## config.mk

```make
export PLATFORM = sky130hd
export DESIGN_NAME = serial_rx_arbiter
export DESIGN_NICKNAME = d
export VERILOG_FILES = /design/src/rtl/uk101_pkg.sv /design/src/rtl/baud_tick_gen.sv /design/src/rtl/serial_rx_arbiter.sv
export SDC_FILE = /design/constraint.sdc
export NUM_CORES = 1
export LEC_CHECK = 0
export BUFFER_PORTS_ARGS = -buffer_cell sky130_fd_sc_hd__buf_4
export CORE_MARGIN = 4
export CORE_UTILIZATION = 35
export CTS_CLUSTER_DIAMETER = 150
export DETAILED_ROUTE_END_ITERATION = 8
export PLACE_DENSITY = 0.6
export REMOVE_ABC_BUFFERS = 1
export SKIP_LAST_GASP = 1
export SLEW_MARGIN = 20
export SYNTH_ARGS = -nofsm -noshare
export SYNTH_HDL_FRONTEND = slang
export SYNTH_HIERARCHICAL = 1
export SYNTH_SLANG_ARGS = --single-unit
```

## constraint.sdc

```tcl
create_clock -name clk_sys -period 9.69 [get_ports clk_sys]
set_input_delay 0.4845 -clock clk_sys [delete_from_list [all_inputs] [get_ports clk_sys]]
set_output_delay 0.4845 -clock clk_sys [all_outputs]
set_load 0.02 [all_outputs]
```

## src/rtl/uk101_pkg.sv

```systemverilog
// Shared types and helpers for the UK101 serial receive arbiter.
// Holds the line-owner state encoding and the baud divisor helper.
package uk101_pkg;

   typedef enum logic [2:0] {
      S_UART,
      S_GUARD,
      S_IDLE,
      S_START,
      S_DATA,
      S_STOP,
      S_GAP
   } ser_state_t;

   localparam int DIV_W = 18;
   localparam logic [7:0] CR = 8'h0D;

   function automatic logic [DIV_W-1:0] baud_div(input int clk_hz, input int baud);
      return DIV_W'(clk_hz / baud);
   endfunction

endpackage

```

## src/rtl/baud_tick_gen.sv

```systemverilog
// Start-synchronised bit-period divider.
// restart zeroes the count; tick pulses for one cycle every div cycles.
module baud_tick_gen
   import uk101_pkg::*;
(
   input  logic             clk,
   input  logic             rst,
   input  logic             restart,
   input  logic [DIV_W-1:0] div,
   output logic             tick
);

   logic [DIV_W-1:0] cnt;

   // >= keeps the divider sane if div shrinks while counting
   assign tick = (cnt >= div - DIV_W'(1));

   // count up within a bit period, wrap on tick, realign on restart
   always_ff @(posedge clk or posedge rst) begin
      if (rst) begin
         cnt <= '0;
      end else if (restart || tick) begin
         cnt <= '0;
      end else begin
         cnt <= cnt + DIV_W'(1);
      end
   end

endmodule

```

## src/rtl/serial_rx_arbiter.sv

```systemverilog
// Shares the ACIA receive line between the UART pin and OSD downloads.
// Download bytes are re-serialised as 8N1 frames at the selected baud.
module serial_rx_arbiter
   import uk101_pkg::*;
#(
   parameter int CLK_HZ      = 50_000_000,
   parameter int BAUD_FAST   = 9600,
   parameter int BAUD_SLOW   = 300,
   parameter int GAP_BITS    = 2,
   parameter int CR_GAP_BITS = 200,
   parameter int GUARD_BITS  = 10
) (
   input  logic       clk_sys,
   input  logic       reset,
   input  logic       baud_rate,
   input  logic       uart_rxd,
   input  logic       acia_rts_n,
   input  logic       dl_active,
   input  logic       dl_wr,
   input  logic [7:0] dl_data,
   output logic       dl_ready,
   output logic       dl_overrun,
   output logic       rxd_out,
   output logic       dl_busy
);

   localparam logic [DIV_W-1:0] DIV_FAST = baud_div(CLK_HZ, BAUD_FAST);
   localparam logic [DIV_W-1:0] DIV_SLOW = baud_div(CLK_HZ, BAUD_SLOW);
   localparam logic [7:0] GAP_LAST    = 8'(GAP_BITS - 1);
   localparam logic [7:0] CR_GAP_LAST = 8'(CR_GAP_BITS - 1);
   localparam logic [7:0] GUARD_LAST  = 8'(GUARD_BITS - 1);

   ser_state_t       state;
   ser_state_t       state_d;
   logic             hold_full;
   logic [7:0]       hold_data;
   logic [7:0]       shift;
   logic             is_cr;
   logic [DIV_W-1:0] div_q;
   logic [DIV_W-1:0] live_div;
   logic [DIV_W-1:0] tick_div;
   logic [7:0]       bit_cnt;
   logic [7:0]       gap_last;
   logic             tick;
   logic             restart;
   logic             load;
   logic             line_d;

   assign live_div = baud_rate ? DIV_SLOW : DIV_FAST;
   // guard timing tracks the live selection; frames use the latched one
   assign tick_div = (state == S_GUARD) ? live_div : div_q;
   assign gap_last = is_cr ? CR_GAP_LAST : GAP_LAST;
   assign restart  = (state_d != state)
                   || (state == S_GUARD && !uart_rxd);
   assign load     = (state == S_IDLE) && (state_d == S_START);
   assign dl_ready = !hold_full;
   assign dl_busy  = (state != S_UART);

   baud_tick_gen u_tick (
      .clk     (clk_sys),
      .rst     (reset),
      .restart (restart),
      .div     (tick_div),
      .tick    (tick)
   );

   // line owner / framing next-state logic
   always_comb begin
      state_d = state;
      unique case (state)
         S_UART: begin
            if (dl_active || hold_full) state_d = S_GUARD;
         end
         S_GUARD: begin
            if (!dl_active && !hold_full) begin
               state_d = S_UART;
            end else if (uart_rxd && tick && bit_cnt == GUARD_LAST) begin
               state_d = S_IDLE;
            end
         end
         S_IDLE: begin
            if (hold_full && !acia_rts_n) begin
               state_d = S_START;
            end else if (!hold_full && !dl_active) begin
               state_d = S_UART;
            end
         end
         S_START: begin
            if (tick) state_d = S_DATA;
         end
         S_DATA: begin
            if (tick && bit_cnt == 8'd7) state_d = S_STOP;
         end
         S_STOP: begin
            if (tick) state_d = S_GAP;
         end
         S_GAP: begin
            if (tick && bit_cnt == gap_last) state_d = S_IDLE;
         end
         default: state_d = S_UART;
      endcase
   end

   // line level implied by the current owner state
   always_comb begin
      line_d = 1'b1;
      unique case (state)
         S_UART, S_GUARD: line_d = uart_rxd;
         S_START:         line_d = 1'b0;
         S_DATA:          line_d = shift[0];
         default:         line_d = 1'b1;
      endcase
   end

   // state register
   always_ff @(posedge clk_sys or posedge reset) begin
      if (reset) state <= S_UART;
      else       state <= state_d;
   end

   // bit-period counter within the current state
   always_ff @(posedge clk_sys or posedge reset) begin
      if (reset) begin
         bit_cnt <= '0;
      end else if (restart) begin
         bit_cnt <= '0;
      end else if (tick) begin
         bit_cnt <= bit_cnt + 8'd1;
      end
   end

   // holding register and sticky overrun flag
   always_ff @(posedge clk_sys or posedge reset) begin
      if (reset) begin
         hold_full  <= 1'b0;
         hold_data  <= '0;
         dl_overrun <= 1'b0;
      end else begin
         if (load) hold_full <= 1'b0;
         if (dl_wr) begin
            if (!hold_full) begin
               hold_full <= 1'b1;
               hold_data <= dl_data;
            end else begin
               dl_overrun <= 1'b1;
            end
         end
      end
   end

   // frame shifter plus per-frame baud and gap selection
   always_ff @(posedge clk_sys or posedge reset) begin
      if (reset) begin
         shift <= '0;
         is_cr <= 1'b0;
         div_q <= DIV_FAST;
      end else if (load) begin
         shift <= hold_data;
         is_cr <= (hold_data == CR);
         div_q <= live_div;
      end else if (state == S_DATA && tick) begin
         shift <= {1'b0, shift[7:1]};
      end
   end

   // registered line output, idle-high in reset
   always_ff @(posedge clk_sys or posedge reset) begin
      if (reset) rxd_out <= 1'b1;
      else       rxd_out <= line_d;
   end

endmodule

```

==> flow_summary.toml <==
[route]
vias = 2540
drtIter0Drc = 65
ant_nets = 0
drc = 0
firstDrtPassIters = 4
wl_per_cell_um = 12.9
viasPerCell = 4.88
drt_wl_total_um = 6720

[logic_synthesis]
synth-async-reset-ratio_pct = 100
yosysTopAreaCell = "dfrtp_1"
synth_area_sq_um = 3330
synthCells = 342
yosysTopAreaCellShare_pct = 36.8
ys_types = 61
ys_seq_area_share_pct = 38.4
ys_ff_latch = 51
ys_warn_count = 6
ys.flop_type = "dfrtp_1"
synth.avg_cell_area_sq_um = 9.74
ys_top_cells_by_area = "dfrtp_1 37%, ha_1 8.3%, xor2_1 5.5%"
synth_edf_count = 0

[final_layout]
fill_cells = 922
stdcell_area_sq_um = 3820
insertedDiodeCount = 0
finish.utilization_pct = 41.4
final_common_cell = "dfrtp_1"
fin_nets = 428
drive_gt1_share_pct = 15.1
layout.cells.non_filler = 521
area_growth_pct = 14.8
layout_common_cells = "49 x dfrtp_1, 37 x nor2_1, 31 x nand2_1, 31 x conb_1"

[pwr]
ir_drop_v = 0.000131
powerDensity_nw_per_um2 = 211
p_leak_nw = 1.62

[floorplan]
start_util_pct = 36.1
dieWidth_um = 106
dieArea_sq_um = 11100
ios = 19
core.rowCount = 35
coreArea_sq_um = 9240
fp.dieH_um = 106

[sta]
rsz0062_at_grt = "false"
clock_skew_ps = 15.2
fmax_ghz = 0.210
period_share_pct = 49.1
maxSlewHeadroom_pct = 48.8
hold_viol_final = 0
period_needed_ps = 4760
slew_violations = 0
finalSetupViolCount = 0
tightestPinTransition_ps = 766
setup_tns_ps = 0

[global_route]
grt_use_met3_pct = 2.39
grt_usage_pct = 12.9
busiest_layer = "met2"
grt_max_degree = 34
grt_pass1_wl_um = 12000
use_met1_pct = 16.2
grt_use_met2_pct = 22.7
grt_pass1_vias = 2587
grt_remaining_overflow = 0
antenna_found_initial = 0

[worst_setup_path]
end_kind = "flip-flop"
cp.required_ps = 9870
rr_startpoint = "state[1]"
cp.buffers_inverters = 2
path_max_fanout = 18
worstSetupPathDepth = 15
reg2reg_depth = 15
crit_type = "reg -> reg"
r2r_end = "u_tick/cnt[11]"
reg2reg_slack_ps = 4930
cp_data_arrival_time_ps = 4940
start_kind = "flip-flop"
cp_top_family = "simple AND/OR/NAND/NOR gates"
critPathMaxStageDelay_ps = 600
critPathSlowestCell = "or4_4"
path_cells = "or3b_2 -> mux2_2 -> xnor2_1 -> ha_1 -> nand4_1 -> or4_4 -> o211ai_1 -> buf_4 -> nand2b_1 -> nor2_2 -> a31oi_4 -> nand4_4 -> inv_1 -> o2111ai_4 -> nor2_1"

[place]
place_area_sq_um = 3720
port_buffers = 18
dp.cells = 513
gp_congestion = 0.848
hpwlAfterDp_um = 5090

[clock_network]
clk_pin_slew_worst_paths_ps = 110
clock_latency_ps = 320
postCtsSetupRepairBufs = 0
clock-sinks = 51
cts-buffers-inserted = 5
cts-root-buf = "clkbuf_8"
tritoncts = "yes"
cts_buffer_depth = 2
htree_levels = 2
hold_buffers = 0
ctsResizeCount = 0

[job]
drv_cap = 0

[run_status]
outcome = "complete, no violations"

[min_path]
hold_class = "in -> async"
cell type report:
type                    instances  area, sq um  area share, %
repair buffers                 22          165           4.32
clock inverters                 3         33.8          0.884
multi-input cells             300         2070           54.3
well taps                     129          161           4.22
inverters                      11         41.3           1.08
flip-flops and latches         51         1280           33.4
clock buffers                   5         68.8           1.80
worst min-delay path, delay by kind of cell:
family,cells,cell delay (ps)
buffers and inverters,3,510
cell families after synthesis:
kind of cell | count (synthesis) | share of synthesized area [%]
AND/OR/NAND/NOR | 142 | 24.3
AO/OA/AOI/OAI | 51 | 11.2
flip-flops | 51 | 38.4
XOR/XNOR | 39 | 10.3
adder cells (fa/ha/maj) | 22 | 8.26
buffers and inverters | 20 | 2.63
multiplexers | 15 | 4.84
other | 2 | 0.225
cell usage after synthesis (all sizes together) (7+ instances only):
cell    count
nand2      31
nand3      10
a21oi       8
inv        11
ha         22
nand4      12
xor2       21
nor3       10
xnor2      18
nand2b      7
o21ai      18
nor2       38
dfrtp      49
nor4        7
mux2        9
report_power, final:
part / internal [mW] / leakage [nW] / switching, mW
sequential: 0.264 / 0.663 / 0.0568
clock: 0.0551 / 0.0519 / 0.0843
combinational: 0.146 / 0.905 / 0.198
total: 0.465 / 1.62 / 0.340
per-stage QoR:
stage          worst slack, ps  total power [mW]  hold WS (ps)
5_1_grt                   4550             0.871           277
6_report                  4930             0.805           240
3_5_place_dp              4960             0.673           455
2_1_floorplan             4100             0.577           423
3_3_place_gp              5080             0.663           441
4_1_cts                   4930             0.816           262
per-layer routing:
| metal | up-vias | routed length (um) |
|---|---|---|
| met5 | - | 0 |
| met4 | 0 | 92 |
| met3 | 11 | 179 |
| met2 | 29 | 3410 |
| met1 | 1214 | 3040 |
| li1 | 1286 | - |
worst max path at each step:
stage                      to  slack [ps]      from
6_report       u_tick/cnt[11]        4930  state[1]
5_1_grt         u_tick/cnt[5]        4550  state[1]
4_1_cts        u_tick/cnt[13]        4930  state[1]
3_5_place_dp    u_tick/cnt[7]        4960  state[1]
3_3_place_gp    u_tick/cnt[3]        5080  state[0]
2_1_floorplan  u_tick/cnt[10]        4100  state[1]
sequential cells by signal, summed over array words and instances (netlist names):
name and cells:
dl_overrun 1, state 3, div_q 2, hold_data 8, rxd_out 1, bit_cnt 8, is_cr 1, shift 8
u_tick/cnt 18, hold_full 1
Note: power is estimated with default switching activity, not from simulation.
